## config.mk

```make
export PLATFORM = sky130hd
export DESIGN_NAME = multicycle_ctrl_flat
export DESIGN_NICKNAME = d
export VERILOG_FILES = /design/src/rtl/multicycle_ctrl_pkg.sv /design/src/rtl/multicycle_ctrl_if.sv /design/src/rtl/multicycle_ctrl.sv /design/src/flat_wrapper.sv
export SDC_FILE = /design/constraint.sdc
export NUM_CORES = 1
export LEC_CHECK = 0
export ABC_AREA = 1
export BUFFER_PORTS_ARGS = -buffer_cell sky130_fd_sc_hd__buf_2
export CAP_MARGIN = 20
export CORE_UTILIZATION = 29
export DETAILED_ROUTE_END_ITERATION = 8
export MAX_ROUTING_LAYER = met4
export REMOVE_ABC_BUFFERS = 1
export SETUP_SLACK_MARGIN = 0.15
export SLEW_MARGIN = 15
export SYNTH_ARGS = -nofsm -noshare
export SYNTH_HDL_FRONTEND = slang
export SYNTH_SLANG_ARGS = --single-unit
```

## constraint.sdc

```tcl
create_clock -name clk -period 2.53 [get_ports clk]
set_input_delay 0.3795 -clock clk [delete_from_list [all_inputs] [get_ports clk]]
set_output_delay 0.3795 -clock clk [all_outputs]
set_load 0.03 [all_outputs]
```

## src/rtl/multicycle_ctrl_pkg.sv

```systemverilog
// Shared definitions for the multicycle MIPS control FSM.
// Holds the state encoding, the decoded opcode values and the datapath mux
// select codes, so the controller and anything observing it agree on them.
package mips_ctrl_pkg;

  // State encoding is visible on the debug 'state' port, so values are fixed.
  typedef enum logic [3:0] {
    ST_INIT   = 4'd0,
    ST_FETCH  = 4'd1,
    ST_DECODE = 4'd2,
    ST_MEMADR = 4'd3,
    ST_MEMRD  = 4'd4,
    ST_MEMWB  = 4'd5,
    ST_MEMWR  = 4'd6,
    ST_EXEC   = 4'd7,
    ST_ALUWB  = 4'd8,
    ST_BRANCH = 4'd9,
    ST_JUMP   = 4'd10,
    ST_ADDIEX = 4'd11,
    ST_ADDIWB = 4'd12,
    ST_JAL    = 4'd13
  } state_t;

  // Opcodes (IR[31:26]) understood by the controller
  localparam logic [5:0] OP_RTYPE = 6'b000000;
  localparam logic [5:0] OP_LW    = 6'b100011;
  localparam logic [5:0] OP_SW    = 6'b101011;
  localparam logic [5:0] OP_BEQ   = 6'b000100;
  localparam logic [5:0] OP_J     = 6'b000010;
  localparam logic [5:0] OP_JAL   = 6'b000011;
  localparam logic [5:0] OP_ADDI  = 6'b001000;

  // mem_to_reg: writeback source
  localparam logic [1:0] MTR_ALUOUT = 2'b00;
  localparam logic [1:0] MTR_MDR    = 2'b01;
  localparam logic [1:0] MTR_PC     = 2'b10;

  // reg_dst: destination register
  localparam logic [1:0] DST_RT = 2'b00;
  localparam logic [1:0] DST_RD = 2'b01;
  localparam logic [1:0] DST_RA = 2'b10;

  // alu_src_b: second ALU operand
  localparam logic [1:0] SRCB_REGB    = 2'b00;
  localparam logic [1:0] SRCB_FOUR    = 2'b01;
  localparam logic [1:0] SRCB_IMM     = 2'b10;
  localparam logic [1:0] SRCB_IMM_SH2 = 2'b11;

  // alu_op: request to the ALU-control block
  localparam logic [1:0] ALUOP_ADD   = 2'b00;
  localparam logic [1:0] ALUOP_SUB   = 2'b01;
  localparam logic [1:0] ALUOP_FUNCT = 2'b10;

  // pc_source: next-PC source
  localparam logic [1:0] PCSRC_ALU    = 2'b00;
  localparam logic [1:0] PCSRC_ALUOUT = 2'b01;
  localparam logic [1:0] PCSRC_JUMP   = 2'b10;

  // States in which the controller waits on the unified memory
  function automatic logic is_mem_wait(input state_t s);
    return (s == ST_FETCH) || (s == ST_MEMRD) || (s == ST_MEMWR);
  endfunction

endpackage

```

## src/rtl/multicycle_ctrl_if.sv

```systemverilog
// Control bundle between the multicycle controller and the datapath/memory.
//   opcode, mem_ready           : datapath/memory -> controller
//   pc_write .. pc_source       : controller -> datapath mux selects/enables
//   instr_done, illegal_op,
//   mem_err                     : controller status pulses
//   state                       : current FSM state (debug)
// modport master: the controller side; modport slave: the datapath side.
interface multicycle_ctrl_if;
  logic [5:0] opcode;
  logic       mem_ready;

  logic       pc_write;
  logic       pc_write_cond;
  logic       i_or_d;
  logic       mem_read;
  logic       mem_write;
  logic       ir_write;
  logic [1:0] mem_to_reg;
  logic [1:0] reg_dst;
  logic       reg_write;
  logic       alu_src_a;
  logic [1:0] alu_src_b;
  logic [1:0] alu_op;
  logic [1:0] pc_source;
  logic       instr_done;
  logic       illegal_op;
  logic       mem_err;
  logic [3:0] state;

  modport master (
    input  opcode, mem_ready,
    output pc_write, pc_write_cond, i_or_d, mem_read, mem_write, ir_write,
           mem_to_reg, reg_dst, reg_write, alu_src_a, alu_src_b, alu_op,
           pc_source, instr_done, illegal_op, mem_err, state
  );

  modport slave (
    output opcode, mem_ready,
    input  pc_write, pc_write_cond, i_or_d, mem_read, mem_write, ir_write,
           mem_to_reg, reg_dst, reg_write, alu_src_a, alu_src_b, alu_op,
           pc_source, instr_done, illegal_op, mem_err, state
  );
endinterface

```

## src/rtl/multicycle_ctrl.sv

```systemverilog
// Main control FSM of the multicycle MIPS datapath.
// Steps each instruction through fetch/decode/execute/memory/writeback and
// drives every datapath select and enable. Memory states wait on mem_ready;
// a wait counter aborts a stuck access back to FETCH with a mem_err pulse.
// Ports:
//   clk    : rising-edge clock
//   rst_n  : synchronous active-low reset (returns to INIT)
//   bus    : multicycle_ctrl_if.master (opcode/mem_ready in, controls out)
// Parameter:
//   MEM_TIMEOUT : cycles allowed per memory wait, 0 = never time out (0..255)
module multicycle_ctrl #(
  parameter int MEM_TIMEOUT = 16
) (
  input  logic                clk,
  input  logic                rst_n,
  multicycle_ctrl_if.master   bus
);
  import mips_ctrl_pkg::*;

  localparam bit         TIMEOUT_EN   = (MEM_TIMEOUT != 0);
  localparam logic [7:0] TIMEOUT_LAST = 8'(MEM_TIMEOUT - 1);

  state_t     state_q;
  state_t     state_d;
  logic [7:0] wait_cnt;
  logic       waiting;
  logic       timeout;

  // Counter runs only while stalled on memory; timeout fires on the last
  // permitted stall cycle, and a same-cycle mem_ready still wins.
  assign waiting = is_mem_wait(state_q) && !bus.mem_ready;
  assign timeout = TIMEOUT_EN && waiting && (wait_cnt == TIMEOUT_LAST);

  always_ff @(posedge clk) begin
    if (!rst_n) begin
      state_q <= ST_INIT;
    end else begin
      state_q <= state_d;
    end
  end

  // Timeout re-enters FETCH without a state change, so it clears the count
  // explicitly. With timeouts disabled the count is free to wrap.
  always_ff @(posedge clk) begin
    if (!rst_n) begin
      wait_cnt <= 8'd0;
    end else if (!waiting || timeout || (state_d != state_q)) begin
      wait_cnt <= 8'd0;
    end else begin
      wait_cnt <= wait_cnt + 8'd1;
    end
  end

  assign bus.state = state_q;

  always_comb begin
    state_d           = state_q;
    bus.pc_write      = 1'b0;
    bus.pc_write_cond = 1'b0;
    bus.i_or_d        = 1'b0;
    bus.mem_read      = 1'b0;
    bus.mem_write     = 1'b0;
    bus.ir_write      = 1'b0;
    bus.mem_to_reg    = MTR_ALUOUT;
    bus.reg_dst       = DST_RT;
    bus.reg_write     = 1'b0;
    bus.alu_src_a     = 1'b0;
    bus.alu_src_b     = SRCB_REGB;
    bus.alu_op        = ALUOP_ADD;
    bus.pc_source     = PCSRC_ALU;
    bus.instr_done    = 1'b0;
    bus.illegal_op    = 1'b0;
    bus.mem_err       = 1'b0;

    case (state_q)
      ST_INIT: state_d = ST_FETCH;

      // PC+4 is computed here; IR and PC load only when the fetch completes
      ST_FETCH: begin
        bus.mem_read  = 1'b1;
        bus.i_or_d    = 1'b0;
        bus.alu_src_a = 1'b0;
        bus.alu_src_b = SRCB_FOUR;
        bus.alu_op    = ALUOP_ADD;
        bus.pc_source = PCSRC_ALU;
        bus.ir_write  = bus.mem_ready;
        bus.pc_write  = bus.mem_ready;
        if (bus.mem_ready) begin
          state_d = ST_DECODE;
        end else if (timeout) begin
          bus.mem_err = 1'b1;
          state_d     = ST_FETCH;
        end
      end

      // Branch target is precomputed speculatively while decoding
      ST_DECODE: begin
        bus.alu_src_a = 1'b0;
        bus.alu_src_b = SRCB_IMM_SH2;
        bus.alu_op    = ALUOP_ADD;
        case (bus.opcode)
          OP_RTYPE:     state_d = ST_EXEC;
          OP_LW, OP_SW: state_d = ST_MEMADR;
          OP_BEQ:       state_d = ST_BRANCH;
          OP_J:         state_d = ST_JUMP;
          OP_JAL:       state_d = ST_JAL;
          OP_ADDI:      state_d = ST_ADDIEX;
          default: begin
            bus.illegal_op = 1'b1;
            state_d        = ST_FETCH;
          end
        endcase
      end

      ST_MEMADR: begin
        bus.alu_src_a = 1'b1;
        bus.alu_src_b = SRCB_IMM;
        bus.alu_op    = ALUOP_ADD;
        state_d       = (bus.opcode == OP_LW) ? ST_MEMRD : ST_MEMWR;
      end

      ST_MEMRD: begin
        bus.mem_read = 1'b1;
        bus.i_or_d   = 1'b1;
        if (bus.mem_ready) begin
          state_d = ST_MEMWB;
        end else if (timeout) begin
          bus.mem_err = 1'b1;
          state_d     = ST_FETCH;
        end
      end

      ST_MEMWB: begin
        bus.reg_dst    = DST_RT;
        bus.mem_to_reg = MTR_MDR;
        bus.reg_write  = 1'b1;
        bus.instr_done = 1'b1;
        state_d        = ST_FETCH;
      end

      ST_MEMWR: begin
        bus.mem_write = 1'b1;
        bus.i_or_d    = 1'b1;
        if (bus.mem_ready) begin
          bus.instr_done = 1'b1;
          state_d        = ST_FETCH;
        end else if (timeout) begin
          bus.mem_err = 1'b1;
          state_d     = ST_FETCH;
        end
      end

      ST_EXEC: begin
        bus.alu_src_a = 1'b1;
        bus.alu_src_b = SRCB_REGB;
        bus.alu_op    = ALUOP_FUNCT;
        state_d       = ST_ALUWB;
      end

      ST_ALUWB: begin
        bus.reg_dst    = DST_RD;
        bus.mem_to_reg = MTR_ALUOUT;
        bus.reg_write  = 1'b1;
        bus.instr_done = 1'b1;
        state_d        = ST_FETCH;
      end

      ST_BRANCH: begin
        bus.alu_src_a     = 1'b1;
        bus.alu_src_b     = SRCB_REGB;
        bus.alu_op        = ALUOP_SUB;
        bus.pc_write_cond = 1'b1;
        bus.pc_source     = PCSRC_ALUOUT;
        bus.instr_done    = 1'b1;
        state_d           = ST_FETCH;
      end

      ST_JUMP: begin
        bus.pc_write   = 1'b1;
        bus.pc_source  = PCSRC_JUMP;
        bus.instr_done = 1'b1;
        state_d        = ST_FETCH;
      end

      // PC already holds PC+4 from FETCH, so it is the link value
      ST_JAL: begin
        bus.pc_write   = 1'b1;
        bus.pc_source  = PCSRC_JUMP;
        bus.reg_write  = 1'b1;
        bus.reg_dst    = DST_RA;
        bus.mem_to_reg = MTR_PC;
        bus.instr_done = 1'b1;
        state_d        = ST_FETCH;
      end

      ST_ADDIEX: begin
        bus.alu_src_a = 1'b1;
        bus.alu_src_b = SRCB_IMM;
        bus.alu_op    = ALUOP_ADD;
        state_d       = ST_ADDIWB;
      end

      ST_ADDIWB: begin
        bus.reg_dst    = DST_RT;
        bus.mem_to_reg = MTR_ALUOUT;
        bus.reg_write  = 1'b1;
        bus.instr_done = 1'b1;
        state_d        = ST_FETCH;
      end

      default: state_d = ST_INIT;
    endcase
  end

endmodule

```

## src/flat_wrapper.sv

```systemverilog
// flat-port wrapper written by rule: the top's interface ports become plain ports
module multicycle_ctrl_flat import mips_ctrl_pkg::*;
#(
  parameter int MEM_TIMEOUT = 16
)
  (clk, rst_n, bus_opcode, bus_mem_ready, bus_pc_write, bus_pc_write_cond, bus_i_or_d, bus_mem_read, bus_mem_write, bus_ir_write, bus_mem_to_reg, bus_reg_dst, bus_reg_write, bus_alu_src_a, bus_alu_src_b, bus_alu_op, bus_pc_source, bus_instr_done, bus_illegal_op, bus_mem_err, bus_state);
  multicycle_ctrl_if bus_i ();
  input  logic clk;
  input  logic rst_n;
  input wire logic [$bits(bus_i.opcode)-1:0] bus_opcode;
  input wire logic [$bits(bus_i.mem_ready)-1:0] bus_mem_ready;
  output wire logic [$bits(bus_i.pc_write)-1:0] bus_pc_write;
  output wire logic [$bits(bus_i.pc_write_cond)-1:0] bus_pc_write_cond;
  output wire logic [$bits(bus_i.i_or_d)-1:0] bus_i_or_d;
  output wire logic [$bits(bus_i.mem_read)-1:0] bus_mem_read;
  output wire logic [$bits(bus_i.mem_write)-1:0] bus_mem_write;
  output wire logic [$bits(bus_i.ir_write)-1:0] bus_ir_write;
  output wire logic [$bits(bus_i.mem_to_reg)-1:0] bus_mem_to_reg;
  output wire logic [$bits(bus_i.reg_dst)-1:0] bus_reg_dst;
  output wire logic [$bits(bus_i.reg_write)-1:0] bus_reg_write;
  output wire logic [$bits(bus_i.alu_src_a)-1:0] bus_alu_src_a;
  output wire logic [$bits(bus_i.alu_src_b)-1:0] bus_alu_src_b;
  output wire logic [$bits(bus_i.alu_op)-1:0] bus_alu_op;
  output wire logic [$bits(bus_i.pc_source)-1:0] bus_pc_source;
  output wire logic [$bits(bus_i.instr_done)-1:0] bus_instr_done;
  output wire logic [$bits(bus_i.illegal_op)-1:0] bus_illegal_op;
  output wire logic [$bits(bus_i.mem_err)-1:0] bus_mem_err;
  output wire logic [$bits(bus_i.state)-1:0] bus_state;
  assign bus_i.opcode = bus_opcode;
  assign bus_i.mem_ready = bus_mem_ready;
  assign bus_pc_write = bus_i.pc_write;
  assign bus_pc_write_cond = bus_i.pc_write_cond;
  assign bus_i_or_d = bus_i.i_or_d;
  assign bus_mem_read = bus_i.mem_read;
  assign bus_mem_write = bus_i.mem_write;
  assign bus_ir_write = bus_i.ir_write;
  assign bus_mem_to_reg = bus_i.mem_to_reg;
  assign bus_reg_dst = bus_i.reg_dst;
  assign bus_reg_write = bus_i.reg_write;
  assign bus_alu_src_a = bus_i.alu_src_a;
  assign bus_alu_src_b = bus_i.alu_src_b;
  assign bus_alu_op = bus_i.alu_op;
  assign bus_pc_source = bus_i.pc_source;
  assign bus_instr_done = bus_i.instr_done;
  assign bus_illegal_op = bus_i.illegal_op;
  assign bus_mem_err = bus_i.mem_err;
  assign bus_state = bus_i.state;
  multicycle_ctrl #(.MEM_TIMEOUT(MEM_TIMEOUT)) u_core (.clk(clk), .rst_n(rst_n), .bus(bus_i));
endmodule
```

==> summary.txt, run 1 <==
Run status: complete, but fails checks
Failing checks: DRC
Cell count after synthesis: 152
Largest net degree at the start of global routing: 9
I/O pin cnt: 34
Die Height: 57.5 µm
Flop and latch count out of synthesis: 12
Root Driver: clkbuf_4
Warnings, synthesis: 0
Cell area after synthesis: 893 µm²
PostCTS Resize Cnt: 0
Final ANT Viol Nets: 0
Initial antenna violation count: 0
Vias in the first global route: 912
Clock Sinks: 12
Static leakage: 0.000606 µW
Post-synthesis sequential area ratio: 26.9%
First-pass GRT wire length: 3750 µm
Total track usage: 14.9%
Clock transition at path regs: 80 ps
Grt met3 use: 4.08%
Worst setup SP type: flop
Post-synth EDFFs: 0
DRC: 6
Worst-Margin Slew: 355 ps
# diodes: 0
Port buffer count: 33
RSZ-0062 raised after global routing: false
Pwr dens: 608 nW/µm²
RePlAce Congestion: 0.859
Hold Crit Class: in -> reg
Multi-input combinational cell area: 541 µm²
Worst setup margin: 510 ps
Period utilization: 79.8%
Sum of negative setup slack: 0 ps
Die width: 57.5 µm
Count of cell types in the netlist: 24
Max IR drop VDD: 339 µV
Setup Buffers After CTS: 0
Critical path, cell by cell: nor2_2, inv_1, nor2_4, inv_1, nor3_1, buf_2
Max stage delay cell, worst path: dfxtp_1
Vias per inst: 4.68
Synth Area in Compound Gates: 11.3%
Area growth from synthesis to layout: 23.7%
Worst skew pair latency: 270 ps
# hold bufs at CTS: 0
Sw Pwr: 323 µW
Post-synthesis xor/xnor area fraction: 3.92%
Post-route design area: 1100 µm²
CTS tree: yes
Hold Crit Depth: 3
CP Capture Type: primary output
CP required: 2150 ps
Wire length per cell: 10.1 µm
Comb power frac: 48.8%
Initial Utilization: 31.6%
Final wirelength: 2190 µm
Slew Limit Fails: 0
Iter 0 DRT Violations: 49
Worst setup path category: reg -> out
Layout cells sized above 1: 26.3%
Final net count: 198
Met1 GRT Util: 18.3%
Synth Flop Type: dfxtp_1
Tmin final: 2020 ps
Cell Int Power: 348 µW
Final Util: 39.1%
Router iterations before antenna repair: 7
Met2 Usage GRT: 24.8%
Multiplexer share of the synthesized area: 0%
Post-DP HPWL: 1760 µm
Overflow after GRT: 0
Worst reg-to-reg path cell count: 10
Adder-cell share of the synthesized area: 1.40%
Simple-gate share of the synthesized area: 43.8%
Final hold vios: 0
Crit path DAT: 1640 ps
CP max FO: 7
Row count: 19
Main combinational cell family by area after synthesis: simple AND/OR/NAND/NOR gates
Pre-CTS WS: 815 ps
Max Freq: 495 MHz
Seq pwr share: 34.1%
Longest Clk Path Bufs: 2
Reg area: 240 µm²
Clock Skew: 11.2 ps
CP dominant cell by count: inv_1
Num CTS Buffers: 3
Dpl cell area: 1080 µm²
Die area: 3310 µm²
Clock power frac: 17.1%
Fill cell count: 322
Avg Cell Area, Syn: 5.88 µm²
Asr flop ratio synth: 0%
Max-cap check violation count: 0
Crit-path max cell delay: 400 ps
Core area: 2830 µm²
Slew HR: 76.3%
Final setup vio count: 0
Vias: 1016
H-tree lvl count: 1
Sw Share: 48.1%
Grt peak-use layer: met2
[cells by family (layout without fill, tap and decap cells)]
kind of cell,Yosys count,in the layout
AND/OR/NAND/NOR,89,89
adder cells (fa/ha/maj),1,1
flip-flops,12,12
AO/OA/AOI/OAI,18,18
XOR/XNOR,4,4
buffers and inverters,28,62
[layer usage]
layer,vias up,share of wire [%]
li1,541,-
met1,438,47
met2,35,46
met3,2,6.0
met4,0,0.64
met5,-,0
[cell usage after synthesis, types with 2 or more instances]
| cell type | n | area (µm²) |
|---|---|---|
| nor2_2 | 3 | 18.8 |
| buf_4 | 2 | 15.0 |
| nand3_1 | 8 | 40.0 |
| a21oi_1 | 6 | 30.0 |
| inv_2 | 3 | 11.3 |
| inv_1 | 23 | 86.3 |
| dfxtp_1 | 12 | 240 |
| nand2_2 | 3 | 18.8 |
| nor2_1 | 31 | 116 |
| o211ai_1 | 2 | 15.0 |
| o21ai_0 | 5 | 25.0 |
| o21ai_1 | 2 | 10.0 |
| nor3_1 | 2 | 10.0 |
| nand2_1 | 37 | 139 |
| xor2_1 | 3 | 26.3 |
| nor2_4 | 2 | 22.5 |
[power by group through the flow]
stage | Sequential (µW) | Clock, µW | Combinational (µW)
6_report | 229 | 115 | 327
5_1_grt | 232 | 132 | 358
4_1_cts | 229 | 122 | 328
3_5_place_dp | 233 | 0 | 327
3_3_place_gp | 232 | 0 | 329
2_1_floorplan | 250 | 0 | 221
[worst paths after layout]
kind | slack, ps | to | startpoint
min reg2reg | 450 | u_core.wait_cnt[0]$_SDFF_PP0_ | u_core.wait_cnt[0]$_SDFF_PP0_
min | 290 | u_core.bus.state[0]$_SDFF_PN0_ | rst_n
max reg2reg | 1180 | u_core.bus.state[2]$_SDFF_PN0_ | u_core.wait_cnt[0]$_SDFF_PP0_
max | 510 | bus_illegal_op | u_core.bus.state[2]$_SDFF_PN0_
[cell usage in the layout, fill, tap and decap left out]
cell type,synthesis,routed
a21oi_1,6,6
a31oi_1,1,1
buf_2,0,33
clkbuf_4,0,3
dfxtp_1,12,12
ha_1,1,1
inv_1,23,23
inv_2,3,3
nand2_1,37,37
nand2_2,3,3
nand3_1,8,8
nand3_2,1,1
nand4_1,1,1
nor2_1,31,31
nor2_2,3,3
nor2_4,2,2
nor3_1,2,2
nor3_2,1,1
o2111ai_1,1,1
o211ai_1,2,2
o21ai_0,5,5
o21ai_1,2,2
o22ai_1,1,1
xnor2_1,1,1
xor2_1,3,3
[critical path, delay by kind of cell, from the launching register on]
kind | cells | cell delay, ps
simple gates | 3 | 550
flops | 1 | 400
buf+inv | 3 | 420
[state kept, by name, indices dropped and copies added (netlist names)]
register,count
u_core.bus.state,4
u_core.wait_cnt,8
[through the flow]
step	hold WS (ps)	cells	power, µW
2_1_floorplan	418	150	472
3_3_place_gp	432	214	561
3_5_place_dp	443	214	560
4_1_cts	287	217	679
5_1_grt	300	217	722
6_report	295	217	671
[layout make-up]
| class | instances | share of cell area, % |
|---|---|---|
| well taps | 31 | 3.51 |
| clock buffers | 3 | 2.04 |
| inverters | 26 | 8.83 |
| flip-flops and latches | 12 | 21.7 |
| multi-input cells | 112 | 48.9 |
| repair buffers | 33 | 14.9 |
Power figures use the tool's default switching activity.
==> run 2: changes to the inputs <==
==> constraint.sdc (replaced) <==
create_clock -name clk -period 1.75 [get_ports clk]
set_input_delay 0.2625 -clock clk [delete_from_list [all_inputs] [get_ports clk]]
set_output_delay 0.2625 -clock clk [all_outputs]
set_load 0.03 [all_outputs]
==> run 2 against run 1 <==
  * Largest cell class unchanged
  * Final area rose by 34%
  * The flow still finishes with violations (DRC)
  * Final cell count rose by 9.2%
  * Sequential power up 47%
  * Sequential cell count is the same
  * Largest power group unchanged
==> summary.txt, run 2 (synthesized netlist as in run 1, its figures left out) <==
Run status: complete, but fails checks
Failing checks: DRC
Worst setup path category: reg -> out
Iter 0 DRT Violations: 43 (-12%)
Hold_ws: 178 ps (-117 ps)
Worst reg-to-reg path cell count: 10 (unchanged)
Overflow after GRT: 0 (unchanged)
Max reg flops: 8 (unchanged)
Slew Limit Fails: 0 (unchanged)
Total track usage: 16.6% (+1.8 points)
Num CTS Buffers: 3 (unchanged)
RSZ-0062 raised after global routing: true
Vias per inst: 4.77 (+1.8%)
Final hold vios: 0 (unchanged)
Longest Clk Path Bufs: 2 (unchanged)
Final net count: 217 (+9.6%)
Static leakage: 0.000723 µW (+19%)
Critical path, cell by cell: inv_4, nor2_4, inv_4, nor2_4, a21oi_1, o2111ai_1, buf_4
Port buffer count: 33 (unchanged)
Max-cap check violation count: 0 (unchanged)
# diodes: 0 (unchanged)
R2r endpoint: u_core.wait_cnt[4]$_SDFF_PP0_
Die width: 57.5 µm (unchanged)
RePlAce Congestion: 0.865 (+0.73%)
CP endpoint: bus_instr_done
Max Freq: 593 MHz
Post-DP HPWL: 1720 µm (-2.2%)
H-tree lvl count: 1 (unchanged)
# hold bufs at CTS: 0 (unchanged)
Die area: 3310 µm² (unchanged)
Largest net degree at the start of global routing: 9 (unchanged)
Crit-path max cell delay: 440 ps (+40 ps)
CP max FO: 7 (unchanged)
Worst-Margin Slew: 261 ps (-94.0 ps)
Final setup vio count: 0 (unchanged)
Max IR drop VDD: 440 µV (+30%)
Final wirelength: 2630 µm (+20%)
Clock Sinks: 12 (unchanged)
First-pass GRT wire length: 4280 µm (+14%)
Fill cell count: 284 (-12%)
Multi-input combinational cell area: 639 µm² (+18%)
Layout cells sized above 1: 47.6% (+21 points)
Reg area: 255 µm² (+6.3%)
Period utilization: 96.3%
R2r setup slk: 330 ps (-850 ps)
Hold Crit Class: in -> reg
I/O pin cnt: 34 (unchanged)
Row count: 19 (unchanged)
Pwr dens: 879 nW/µm² (+45%)
Crit path DAT: 1420 ps (-220 ps)
Final Util: 52.1% (+13 points)
Root Driver: clkbuf_4
Core area: 2830 µm² (unchanged)
DRC: 6 (unchanged)
Crit path from: u_core.bus.state[2]$_SDFF_PN0_
Worst skew pair latency: 280 ps (about the same)
Top reg by flops: u_core.wait_cnt
Worst setup SP type: flop
Area growth from synthesis to layout: 65.1%
Initial antenna violation count: 0 (unchanged)
Worst r2r src: u_core.wait_cnt[0]$_SDFF_PP0_
Max stage delay cell, worst path: dfxtp_4
Router iterations before antenna repair: 7 (unchanged)
Final ANT Viol Nets: 0 (unchanged)
Tmin final: 1690 ps
Slew HR: 82.6% (+6.2 points)
Clock Skew: 12.8 ps (+1.66 ps)
Initial Utilization: 31.6% (unchanged)
Vias: 1130 (+11%)
Dpl cells: 215 (+0.47%)
Commonest non-fill, non-tap cell in the layout: nand2_1
Non-filler cells, final: 237 (+9.2%)
Most frequent cells in the layout: 32 x nand2_1, 25 x buf_4, 23 x nor2_1
CTS tree: yes
CP required: 1490 ps (-660 ps)
Die Height: 57.5 µm (unchanged)
Clock transition at path regs: 80 ps (about the same)
CP Capture Type: primary output
Wire length per cell: 11.1 µm (+10%)
Vias in the first global route: 1043 (+14%)
run 2: how the worst min path moves through the flow:
| stage | to | slack (ps) | startpoint | depth (start not counted) |
|---|---|---|---|---|
| after CTS | u_core.bus.state[0]$_SDFF_PN0_ | 170 | rst_n | 3 |
| after floorplan | u_core.bus.state[0]$_SDFF_PN0_ | 360 | rst_n | 2 |
| after global routing | u_core.bus.state[0]$_SDFF_PN0_ | 170 | rst_n | 3 |
| final | u_core.bus.state[0]$_SDFF_PN0_ | 180 | rst_n | 3 |
| after detailed placement | u_core.wait_cnt[0]$_SDFF_PP0_ | 440 | u_core.wait_cnt[0]$_SDFF_PP0_ | 1 |
| after global placement | u_core.wait_cnt[0]$_SDFF_PP0_ | 430 | u_core.wait_cnt[0]$_SDFF_PP0_ | 1 |
run 2: stage by stage:
| stage | cell area, µm² | setup WS (ps) | setup TNS [ps] | total power (µW) |
|---|---|---|---|---|
| after floorplan | 878 | -583 | -2800 | 682 |
| after global placement | 1090 | 170 | 0 | 823 |
| after detailed placement | 1090 | 172 | 0 | 821 |
| after CTS | 1350 | 113 | 0 | 1170 |
| after global routing | 1480 | -9.95 | -9.95 | 1370 |
| final | 1480 | 64.9 | 0 | 1300 |
run 2: layout make-up:
type	instances	share of cell area, %
multi-input cells	112	43.3
repair buffers	52	27.0
flip-flops and latches	12	17.3
inverters	26	7.29
well taps	31	2.63
clock buffers	4	2.46
run 2: worst max-delay path: cells and delay by family, from the launching register on:
family	cells	cell delay [ps]
buffers and inverters	3	310
DFF	1	440
AOI/OAI and AO/OA	2	140
and+or+nand+nor	2	240
run 2: what timing repair did:
action / 4_1_cts / 5_1_grt
gates resized for setup: 50 / 32
pin swaps: 8 / 6
buffers inserted: 13 / 5
setup endpoints to repair: 21 / 20
run 2: where the power goes:
| group | total [µW] | switching (µW) | internal [µW] |
|---|---|---|---|
| logic | 740 | 443 | 297 |
| clock network | 220 | 93.6 | 127 |
| registers | 336 | 38.3 | 298 |
run 2: layer usage:
metal | vias to the layer above | share of wire (%) | GRT usage, %
met5 | - | 0 | -
met4 | 0 | 1.7 | 3.48
met3 | 6 | 6.9 | 3.40
met2 | 45 | 52 | 30.7
met1 | 496 | 39 | 18.1
li1 | 583 | - | -
==> run 3: changes to the inputs <==
--- a/config.mk
+++ b/config.mk
@@ -8,9 +8,12 @@
 export ABC_AREA = 1
 export BUFFER_PORTS_ARGS = -buffer_cell sky130_fd_sc_hd__buf_2
 export CAP_MARGIN = 20
-export CORE_UTILIZATION = 29
+export CELL_PAD_IN_SITES_DETAIL_PLACEMENT = 2
+export CELL_PAD_IN_SITES_GLOBAL_PLACEMENT = 2
+export CORE_UTILIZATION = 21
 export DETAILED_ROUTE_END_ITERATION = 8
 export MAX_ROUTING_LAYER = met4
+export PLACE_DENSITY_LB_ADDON = 0.1
 export REMOVE_ABC_BUFFERS = 1
 export SETUP_SLACK_MARGIN = 0.15
 export SLEW_MARGIN = 15
==> run 3 against run 2 <==
  * The run now ends clean
  * Power down 1.3%
  * Final area about the same
  * Final cell count grew 5.9%
  * Worst hold slack improved by 51 ps
  * Global-route usage grew 0.59 points
  * Clock power grew 12%
  * Wire length increased by 37%
  * Largest cell class unchanged
  * Highest routed layer unchanged
==> summary.txt, run 3 (synthesized netlist as in run 1, its figures left out) <==
Run status: completed
Router iterations before antenna repair: 3 (-4)
Final setup vio count: 0 (unchanged)
Clock Sinks: 12 (unchanged)
Slew HR: 81.0% (-1.6 points)
Root Driver: clkbuf_8
Iter 0 DRT Violations: 28 (-35%)
Worst skew pair latency: 240 ps (-40 ps)
H-tree lvl count: 1 (unchanged)
Worst setup SP type: flop
Initial antenna violation count: 0 (unchanged)
Static leakage: 0.000724 µW (+0.15%)
Num CTS Buffers: 3 (unchanged)
CP Capture Type: primary output
Vias per inst: 4.61 (-3.4%)
Final hold vios: 0 (unchanged)
Pwr dens: 868 nW/µm² (-1.2%)
Max stage delay cell, worst path: dfxtp_4
CTS tree: yes
Layout cells sized above 1: 47.8% (+0.19 points)
CP required: 1490 ps (about the same)
Longest Clk Path Bufs: 2 (unchanged)
Hold Crit Class: in -> reg
Dpl cells: 235 (+9.3%)
Vias in the first global route: 1213 (+16%)
# hold bufs at CTS: 0 (unchanged)
RePlAce Congestion: 0.745 (-14%)
Final net count: 213 (-1.8%)
RSZ-0062 raised after global routing: true
Worst setup path category: reg -> out
Final ANT Viol Nets: 0 (unchanged)
Max-cap check violation count: 0 (unchanged)
Critical path, cell by cell: inv_1, nor2_4, buf_4, a21oi_2, o2111ai_2, buf_6
Wire length per cell: 14.4 µm (+30%)
Crit path DAT: 1350 ps (-70 ps)
Non-filler cells, final: 251 (+5.9%)
Initial Utilization: 22.2% (-9.4 points)
Total track usage: 17.2% (+0.59 points)
Clock Skew: 1.27 ps (-11.6 ps)
Die area: 4520 µm² (+37%)
Commonest non-fill, non-tap cell in the layout: nand2_1
Top reg by flops: u_core.wait_cnt
I/O pin cnt: 34 (unchanged)
Post-DP HPWL: 2660 µm (+55%)
Max reg flops: 8 (unchanged)
Tmin final: 1610 ps (-70.5 ps)
CP max FO: 7 (unchanged)
Most frequent cells in the layout: 33 x nand2_1, 24 x nor2_1, 21 x buf_4
Final wirelength: 3610 µm (+37%)
Fill cell count: 506 (+78%)
Port buffer count: 33 (unchanged)
Die width: 67.2 µm (+17%)
R2r setup slk: 320 ps (about the same)
Vias: 1156 (+2.3%)
First-pass GRT wire length: 5570 µm (+30%)
Core area: 4030 µm² (+42%)
Row count: 23 (+4)
Max IR drop VDD: 368 µV (-16%)
Largest net degree at the start of global routing: 9 (unchanged)
Final Util: 36.6% (-16 points)
Die Height: 67.2 µm (+17%)
Hold_ws: 229 ps (+50.9 ps)
Period utilization: 92.3% (-4.0 points)
Area growth from synthesis to layout: 65.0% (about the same)
DRC: 0 (-6)
Overflow after GRT: 0 (unchanged)
Slew Limit Fails: 0 (unchanged)
# diodes: 0 (unchanged)
Clock transition at path regs: 50 ps (-30 ps)
Crit-path max cell delay: 380 ps (-60 ps)
Max Freq: 619 MHz (+4.4%)
Worst-Margin Slew: 284 ps (+23.1 ps)
[run 3: final cells by class]
class,count,area [µm²],share of cell area [%]
Clock buffer,3,41.3,2.80
Inverter,26,105,7.13
Multi-Input combinational cell,112,671,45.5
Sequential cell,12,255,17.3
Tap cell,50,62.6,4.24
Timing Repair Buffer,48,339,23.0
[run 3: timing repair]
item	CTS	global route
pin swaps	7	5
resized for setup	45	32
endpoints found under the setup margin	20	15
buffers inserted	11	2
[run 3: path summary, 6_finish.rpt]
path                                   from                        endpoint  depth (start not counted)
max          u_core.bus.state[3]$_SDFF_PN0_                  bus_instr_done                          6
min                                   rst_n  u_core.bus.state[0]$_SDFF_PN0_                          3
max reg2reg  u_core.bus.state[0]$_SDFF_PN0_  u_core.bus.state[2]$_SDFF_PN0_                         10
min reg2reg   u_core.wait_cnt[7]$_SDFF_PP0_   u_core.wait_cnt[7]$_SDFF_PP0_                          2
[run 3: stage by stage]
step | power [µW] | instance area, µm² | worst slack [ps] | setup TNS [ps]
3_5_place_dp | 852 | 1120 | 112 | 0
6_report | 1280 | 1470 | 135 | 0
5_1_grt | 1370 | 1470 | 50.2 | 0
3_3_place_gp | 847 | 1120 | 143 | 0
4_1_cts | 1220 | 1370 | 96.6 | 0
2_1_floorplan | 682 | 878 | -583 | -2800
[run 3: metal layers]
metal	global-route usage, %	routed length [µm]	vias to the layer above
met5	-	0	-
met4	6.38	46	0
met3	1.52	94	5
met2	34.5	2090	22
met1	16.7	1390	557
li1	-	-	572
[run 3: power by group]
group | switching, µW | total [µW] | internal, µW
registers | 36.0 | 335 | 299
logic | 461 | 698 | 237
clock network | 95.9 | 247 | 151
total | 593 | 1280 | 686
[run 3: critical path: cells and delay by family (launching register included)]
kind / cells / cell delay, ps
flip-flops: 1 / 380
AND/OR/NAND/NOR: 1 / 60
buffers and inverters: 3 / 390
AO/OA/AOI/OAI: 2 / 290
